### config.mk
export PLATFORM = sky130hd
export DESIGN_NAME = bc1_frame_sum_0
export DESIGN_NICKNAME = d
export VERILOG_FILES = /design/src/rtl/bc1_frame_sum_0.sv
export SDC_FILE = /design/constraint.sdc
export NUM_CORES = 1
export LEC_CHECK = 0
export BUFFER_PORTS_ARGS = -buffer_cell sky130_fd_sc_hd__clkbuf_2
export CORE_MARGIN = 1.5
export CORE_UTILIZATION = 41
export DETAILED_ROUTE_END_ITERATION = 12
export MAX_ROUTING_LAYER = met4
export PLACE_DENSITY = 0.63
export SLEW_MARGIN = 40
export SYNTH_ARGS = -nofsm -noshare
export SYNTH_HDL_FRONTEND = slang
export SYNTH_SLANG_ARGS = --single-unit
### constraint.sdc
create_clock -name ap_clk -period 7.35 [get_ports ap_clk]
set_input_delay 0.735 -clock ap_clk [delete_from_list [all_inputs] [get_ports ap_clk]]
set_output_delay 0.735 -clock ap_clk [all_outputs]
set_load 0.03 [all_outputs]
### src/rtl/bc1_frame_sum_0.sv
// Frame forwarder: passes FRAME_LEN words through a one-entry output register (1-cycle latency), then appends their mod-2^PAYLOAD_BITS sum.
// Backpressure: Input_1 ready only when the output register can take a word; the trailer waits for downstream ready.
module bc1_frame_sum_0 #(
  parameter int PAYLOAD_BITS = 32,
  parameter int FRAME_LEN    = 16,
  parameter int CNT_BITS     = 16
) (
  input  logic                    ap_clk,
  input  logic                    ap_rst_n,
  input  logic                    ap_start,
  output logic                    ap_done,
  output logic                    ap_idle,
  output logic                    ap_ready,
  input  logic [PAYLOAD_BITS-1:0] Input_1_V_TDATA,
  input  logic                    Input_1_V_TVALID,
  output logic                    Input_1_V_TREADY,
  output logic [PAYLOAD_BITS-1:0] Output_1_V_TDATA,
  output logic                    Output_1_V_TVALID,
  input  logic                    Output_1_V_TREADY
);

  typedef enum logic [1:0] {IDLE, DATA, TRAILER, FLUSH} state_t;

  localparam logic [CNT_BITS-1:0] LAST_IDX = CNT_BITS'(FRAME_LEN - 1);

  state_t                  state, state_nxt;
  logic [CNT_BITS-1:0]     count;
  logic [PAYLOAD_BITS-1:0] sum;
  logic [PAYLOAD_BITS-1:0] odata;
  logic                    ovalid;
  logic                    done_q;
  logic                    ready_q;
  logic                    free;
  logic                    out_hs;
  logic                    last_word;
  logic                    in_acc;

  assign free      = !ovalid || Output_1_V_TREADY;
  assign out_hs    = ovalid && Output_1_V_TREADY;
  assign last_word = (count == LAST_IDX);

  always_comb begin
    state_nxt        = state;
    in_acc           = 1'b0;
    Input_1_V_TREADY = 1'b0;
    case (state)
      IDLE: begin
        if (ap_start) state_nxt = DATA;
      end
      DATA: begin
        Input_1_V_TREADY = free;
        in_acc           = Input_1_V_TVALID && free;
        if (in_acc && last_word) state_nxt = TRAILER;
      end
      TRAILER: begin
        if (free) state_nxt = FLUSH;
      end
      FLUSH: begin
        if (out_hs) state_nxt = IDLE;
      end
      default: state_nxt = IDLE;
    endcase
  end

  always_ff @(posedge ap_clk or negedge ap_rst_n) begin
    if (!ap_rst_n) state <= IDLE;
    else           state <= state_nxt;
  end

  // A new load takes priority over a plain drain so back-to-back beats keep ovalid high.
  always_ff @(posedge ap_clk or negedge ap_rst_n) begin
    if (!ap_rst_n) begin
      count   <= '0;
      sum     <= '0;
      odata   <= '0;
      ovalid  <= 1'b0;
      done_q  <= 1'b0;
      ready_q <= 1'b0;
    end else begin
      ready_q <= in_acc && last_word;
      done_q  <= (state == FLUSH) && out_hs;
      if (state == IDLE && ap_start) begin
        count <= '0;
        sum   <= '0;
      end
      if (in_acc) begin
        odata  <= Input_1_V_TDATA;
        ovalid <= 1'b1;
        sum    <= sum + Input_1_V_TDATA;
        count  <= last_word ? '0 : count + CNT_BITS'(1);
      end else if (state == TRAILER && free) begin
        odata  <= sum;
        ovalid <= 1'b1;
      end else if (out_hs) begin
        ovalid <= 1'b0;
      end
    end
  end

  assign Output_1_V_TDATA  = odata;
  assign Output_1_V_TVALID = ovalid;
  assign ap_done           = done_q;
  assign ap_ready          = ready_q;
  assign ap_idle           = (state == IDLE);

endmodule

# Yosys cells after proc, flatten, opt, wreduce, memory -nomap -nowiden
# Cells that the tools add are included.
[classes] addsub=2 eq_ne=8 muxes=17 reduce_logical=14
[ops] cell="$mux 32" n=4
[ops] cell="$mux 16" n=3
[ops] cell="$add 32x32->32" n=1
[ops] cell="$add 16x1->16 const B" n=1
[ops] cell="$eq 16x4->1 const B" n=1
[ops] cell="$mux 2" n=4
[ops] cell="$ne 2x2->1 const B" n=4
[ops] cell="$pmux 2 s4" n=1
[ops] cell="$logic_and 1x1->1" n=7
[ops] cell="$mux 1" n=5
[ops] cell="$eq 2x2->1 const B" n=2
[ops] cell="$reduce_and 4->1" n=1
[ops] cell="$reduce_bool 2->1" n=2
[ops] cell="$reduce_bool 3->1" n=1
[ops] cell="$eq 2x1->1 const B" n=1
[ops] cell="$logic_not 2->1" n=1
[ops] cell="$logic_not 1->1" n=1
[ops] cell="$logic_or 1x1->1" n=1
[word_totals] ff_bits=85 input_bits=37 output_inout_bits=37

# Longest topological paths before layout
[logic_depth] word_depth=6 mapped_depth=10

# Least setup slack after synthesis
# Ideal clock, no wire load.
[synth_timing] path_kind="input to register" start="input port Input_1_V_TDATA[0]" end="register sum[30]" setup_time_ps=127 t_arrival_ps=2908 required_time_ps=7223 slack_ps=4315 path_stages=10 n_path_buf=0 cell_sequence="ha_1 inv_1 fa_1 nand2b_1 a21oi_1 o2111ai_1 a2111oi_0 o211ai_1 mux2i_1 nand3_1"
[synth_via] elab_chain_cells=2
[synth_lines] item="start, declared" line="14" rtl="input logic [PAYLOAD_BITS-1:0] Input_1_V_TDATA,"
[synth_lines] item="$add 32x32->32" line="89" rtl="sum <= sum + Input_1_V_TDATA;"
[synth_lines] item="$mux 32" line="86" rtl="if (in_acc) begin"
[synth_lines] item="end signal, assigned" line="89"
[synth_lines] item="end, declared" line="28" rtl="logic [PAYLOAD_BITS-1:0] sum;"
# No other way between the ends.
# A chain may end at the register's enable or synchronous reset.

# Worst setup path in the final report
[layout_timing] start="input port Input_1_V_TDATA[0]" end="register sum[26]"
# Same word-level chain as after synthesis.

==> impl_metrics.yaml <==
routing:
  antenna_left: 0
  routed_wl_mm: 12.9
  wl_per_cell_um: 14.8
  viasPerCell: 5.53
  vias: 4808
  firstDrtPassIters: 4
  dr.first_iter.drc_count: 318
  drc: 0
worst_setup_path:
  worst_path_largest_cell_delay_ns: 0.72
  rr_startpoint: "sum[0]"
  worstPathRequired_ns: 7.59
  reg2reg_to: "sum[26]"
  critical-path-slowest-cell: "a2111oi_1"
  criticalPathCategory: "primary input to flip-flop"
  worstPathArrival_ns: 3.44
  crit_path_end_kind: "flip-flop"
  critPathMaxFanout: 5
  startpoint_type: "primary input"
  path_delay_family: "compound AO/OA/AOI/OAI gates"
  cp.depth: 11
  path_cells: "clkbuf_2 > ha_1 > inv_1 > fa_1 > nand2b_1 > a21oi_1 > o2111ai_1 > a2111oi_1 > o21ai_0 > mux2i_1 > nand2_1"
  r2r_setup_slack_ns: 4.25
  cp_num_buf_inv: 2
  reg2regPathDepth: 10
synthesis:
  synth_area_leaders: "dfrtp_1 39%, o21ai_0 8.4%, ha_1 8.2%"
  synth-simple-area-share: 0.173
  ys_seq_area_frac: 0.387
  synth_top_area_share: 0.387
  synth-xor-area-share: 0.0367
  syn_area_um2: 5490
  synth_top_cell_by_area: "dfrtp_1"
  synthesis.instances: 629
  yosys.area_share.adder: 0.0856
  synth_top_family_by_area: "compound AO/OA/AOI/OAI gates"
  synth-compound-area-share: 0.226
  syn_nets: 703
  yosysWarnings: 0
  synth_ff_type: "dfrtp_1"
  synthMuxAreaShare: 0.0640
  yosys_register_bits: 85
  syn_avg_cell_area_um2: 8.73
  yosysUniqueCellTypes: 56
  synthArstFlopShare: 1.00
  synth_edf_count: 0
finish:
  drive_above_1_share: 0.148
  final_core_util: 0.482
  area_growth_pct: 15.2
  n_fill_cell: 1251
  layout.nets: 763
  multi_input_area_um2: 3240
  seqCellArea_um2: 2130
  diodes: 0
placement:
  dpl.hpwl_mm: 9.03
  numPortBuffers: 73
  gp_congestion: 0.880
  post-place-ws_ns: 3.62
power:
  ir_drop_v: 0.000131
  cellPowerDensity_nw_per_um2: 384
  p_leak_uw: 0.00322
  p_total_uw: 2430
global_route:
  grt_use_total: 0.199
  grt_overflow_total: 0
  grt_pass1_wl_mm: 22.3
  grt_antenna_before_repair: 0
  grt_start_max_net_pins: 90
  grt_pass1_vias: 4687
floorplan:
  pin_count: 74
  dieArea_um2: 14100
  core_um2: 13100
  die_x_um: 119
  initial_utilization: 0.418
  rows: 42
  die_h_um: 119
clocking:
  post_cts_resized: 0
  cts-hold-fix-buffers: 0
  numCtsBuffers: 9
  cts_sinks: 85
  post-cts-setup-buffers: 0
  clk_pin_slew_ns: 0.06
  htree_levels: 3
  clock_latency_ns: 0.36
  cts_root_buf: "clkbuf_16"
  clockBufferDepth: 2
  cts_tree: "yes"
flow_run:
  cap_violations: 0
timing:
  relSlewSlack: 0.534
  fin_tns_setup_ns: 0
  rsz0062_at_grt: "false"
  setup_violations: 0
  fin_crit_ns: 3.20
  period_share: 0.435
  hold_viol_final: 0
  clock_skew_ns: 0.00927
  slew_viol_final: 0
  max_slew.worst_pin.slew_ns: 0.697
  max_freq_mhz: 313
  setup_slack_ns: 4.15
worst_hold_path:
  hp-class: "primary input to asynchronous set/reset pin"
run_status:
  status: "completed"
-- cells by family after synthesis --
| group | Yosys count |
|---|---|
| AND/OR/NAND/NOR | 208 |
| AO/OA/AOI/OAI | 202 |
| flip-flops | 85 |
| buffers and inverters | 39 |
| adder cells (fa/ha/maj) | 37 |
| multiplexers | 35 |
| XOR/XNOR | 23 |
-- layer usage --
layer  GRT usage  share of wire  vias to the layer above
met2       0.315           0.47                       78
li1            -              -                     2409
met1       0.251           0.47                     2299
met3      0.0290          0.030                       22
met4      0.0964          0.027                        0
met5           -              0                        -
-- how the worst max path moves through the flow --
stage                            start  endpoint  slack (ns)
finish              Input_1_V_TDATA[0]   sum[26]        4.15
global route        Input_1_V_TDATA[0]   sum[30]        3.94
CTS                 Input_1_V_TDATA[0]   sum[26]        3.95
detailed placement  Input_1_V_TDATA[0]   sum[26]        3.62
global placement    Input_1_V_TDATA[0]   sum[30]        3.81
floorplan           Input_1_V_TDATA[0]   sum[30]        4.32
-- worst reg2reg max path: cells and delay by family (launching register included) --
family          cells  cell delay (ns)
flops               1             0.37
simple gates        2             0.26
fa+ha+maj           2             0.58
buf+inv             1             0.06
mux                 1             0.18
compound gates      4             1.54
-- flip-flops by register name, summed over array words and instances, names as in the netlist --
register,count
Output_1_V_TDATA,32
Output_1_V_TVALID,1
ap_done,1
ap_ready,1
count,16
state,2
sum,32
-- synth_stat cells (all sizes together) (3+ instances only) --
library cell / n
a21boi: 4
a21o: 20
a21oi: 32
a31oi: 4
a32o: 4
and2: 5
and3: 15
buf: 4
clkbuf: 23
dfrtp: 85
ha: 36
inv: 12
mux2i: 34
nand2: 96
nand2b: 6
nand3: 16
nand4: 3
nor2: 39
nor3: 11
nor4: 4
o211ai: 9
o21a: 4
o21ai: 92
o21bai: 4
o311ai: 3
o31ai: 3
or2: 5
xnor2: 11
xor2: 12
-- cell usage in the layout, fill, tap and decap left out, types with 4 or more instances in the layout --
master / n
nand2_1: 93
o21ai_0: 92
dfrtp_1: 85
clkbuf_2: 72
nor2_1: 39
ha_1: 36
mux2i_1: 34
a21oi_1: 31
a21o_1: 20
nand3_1: 16
and3_1: 14
inv_1: 12
xor2_1: 12
nor3_1: 11
xnor2_1: 11
o211ai_1: 9
clkbuf_16: 9
nand2b_1: 6
and2_1: 5
clkbuf_8: 5
nor4_1: 4
a32o_1: 4
o21a_1: 4
o21bai_1: 4
a31oi_1: 4
or2_2: 4
a21boi_0: 4
-- metrics by stage --
stage               cell area, um2  hold slack [ns]  cells
floorplan                     5490            0.439    629
global placement              6020            0.489    854
detailed placement            6030            0.496    854
CTS                           6320            0.153    870
global route                  6330            0.159    870
finish                        6330            0.162    870
-- area by class of cell --
class | count | share of cell area
tap | 176 | 0.0348
inverter | 12 | 0.00712
clock buffer | 16 | 0.0461
multi-input combinational | 505 | 0.513
sequential | 85 | 0.336
timing repair buffer | 76 | 0.0633
-- power by group --
| group | leakage, uW | switching, uW | internal [uW] |
|---|---|---|---|
| sequential | 0.00111 | 108 | 623 |
| clock | 0.000143 | 186 | 267 |
| combinational | 0.00196 | 779 | 468 |
Note: power is estimated with default switching activity, not from simulation.
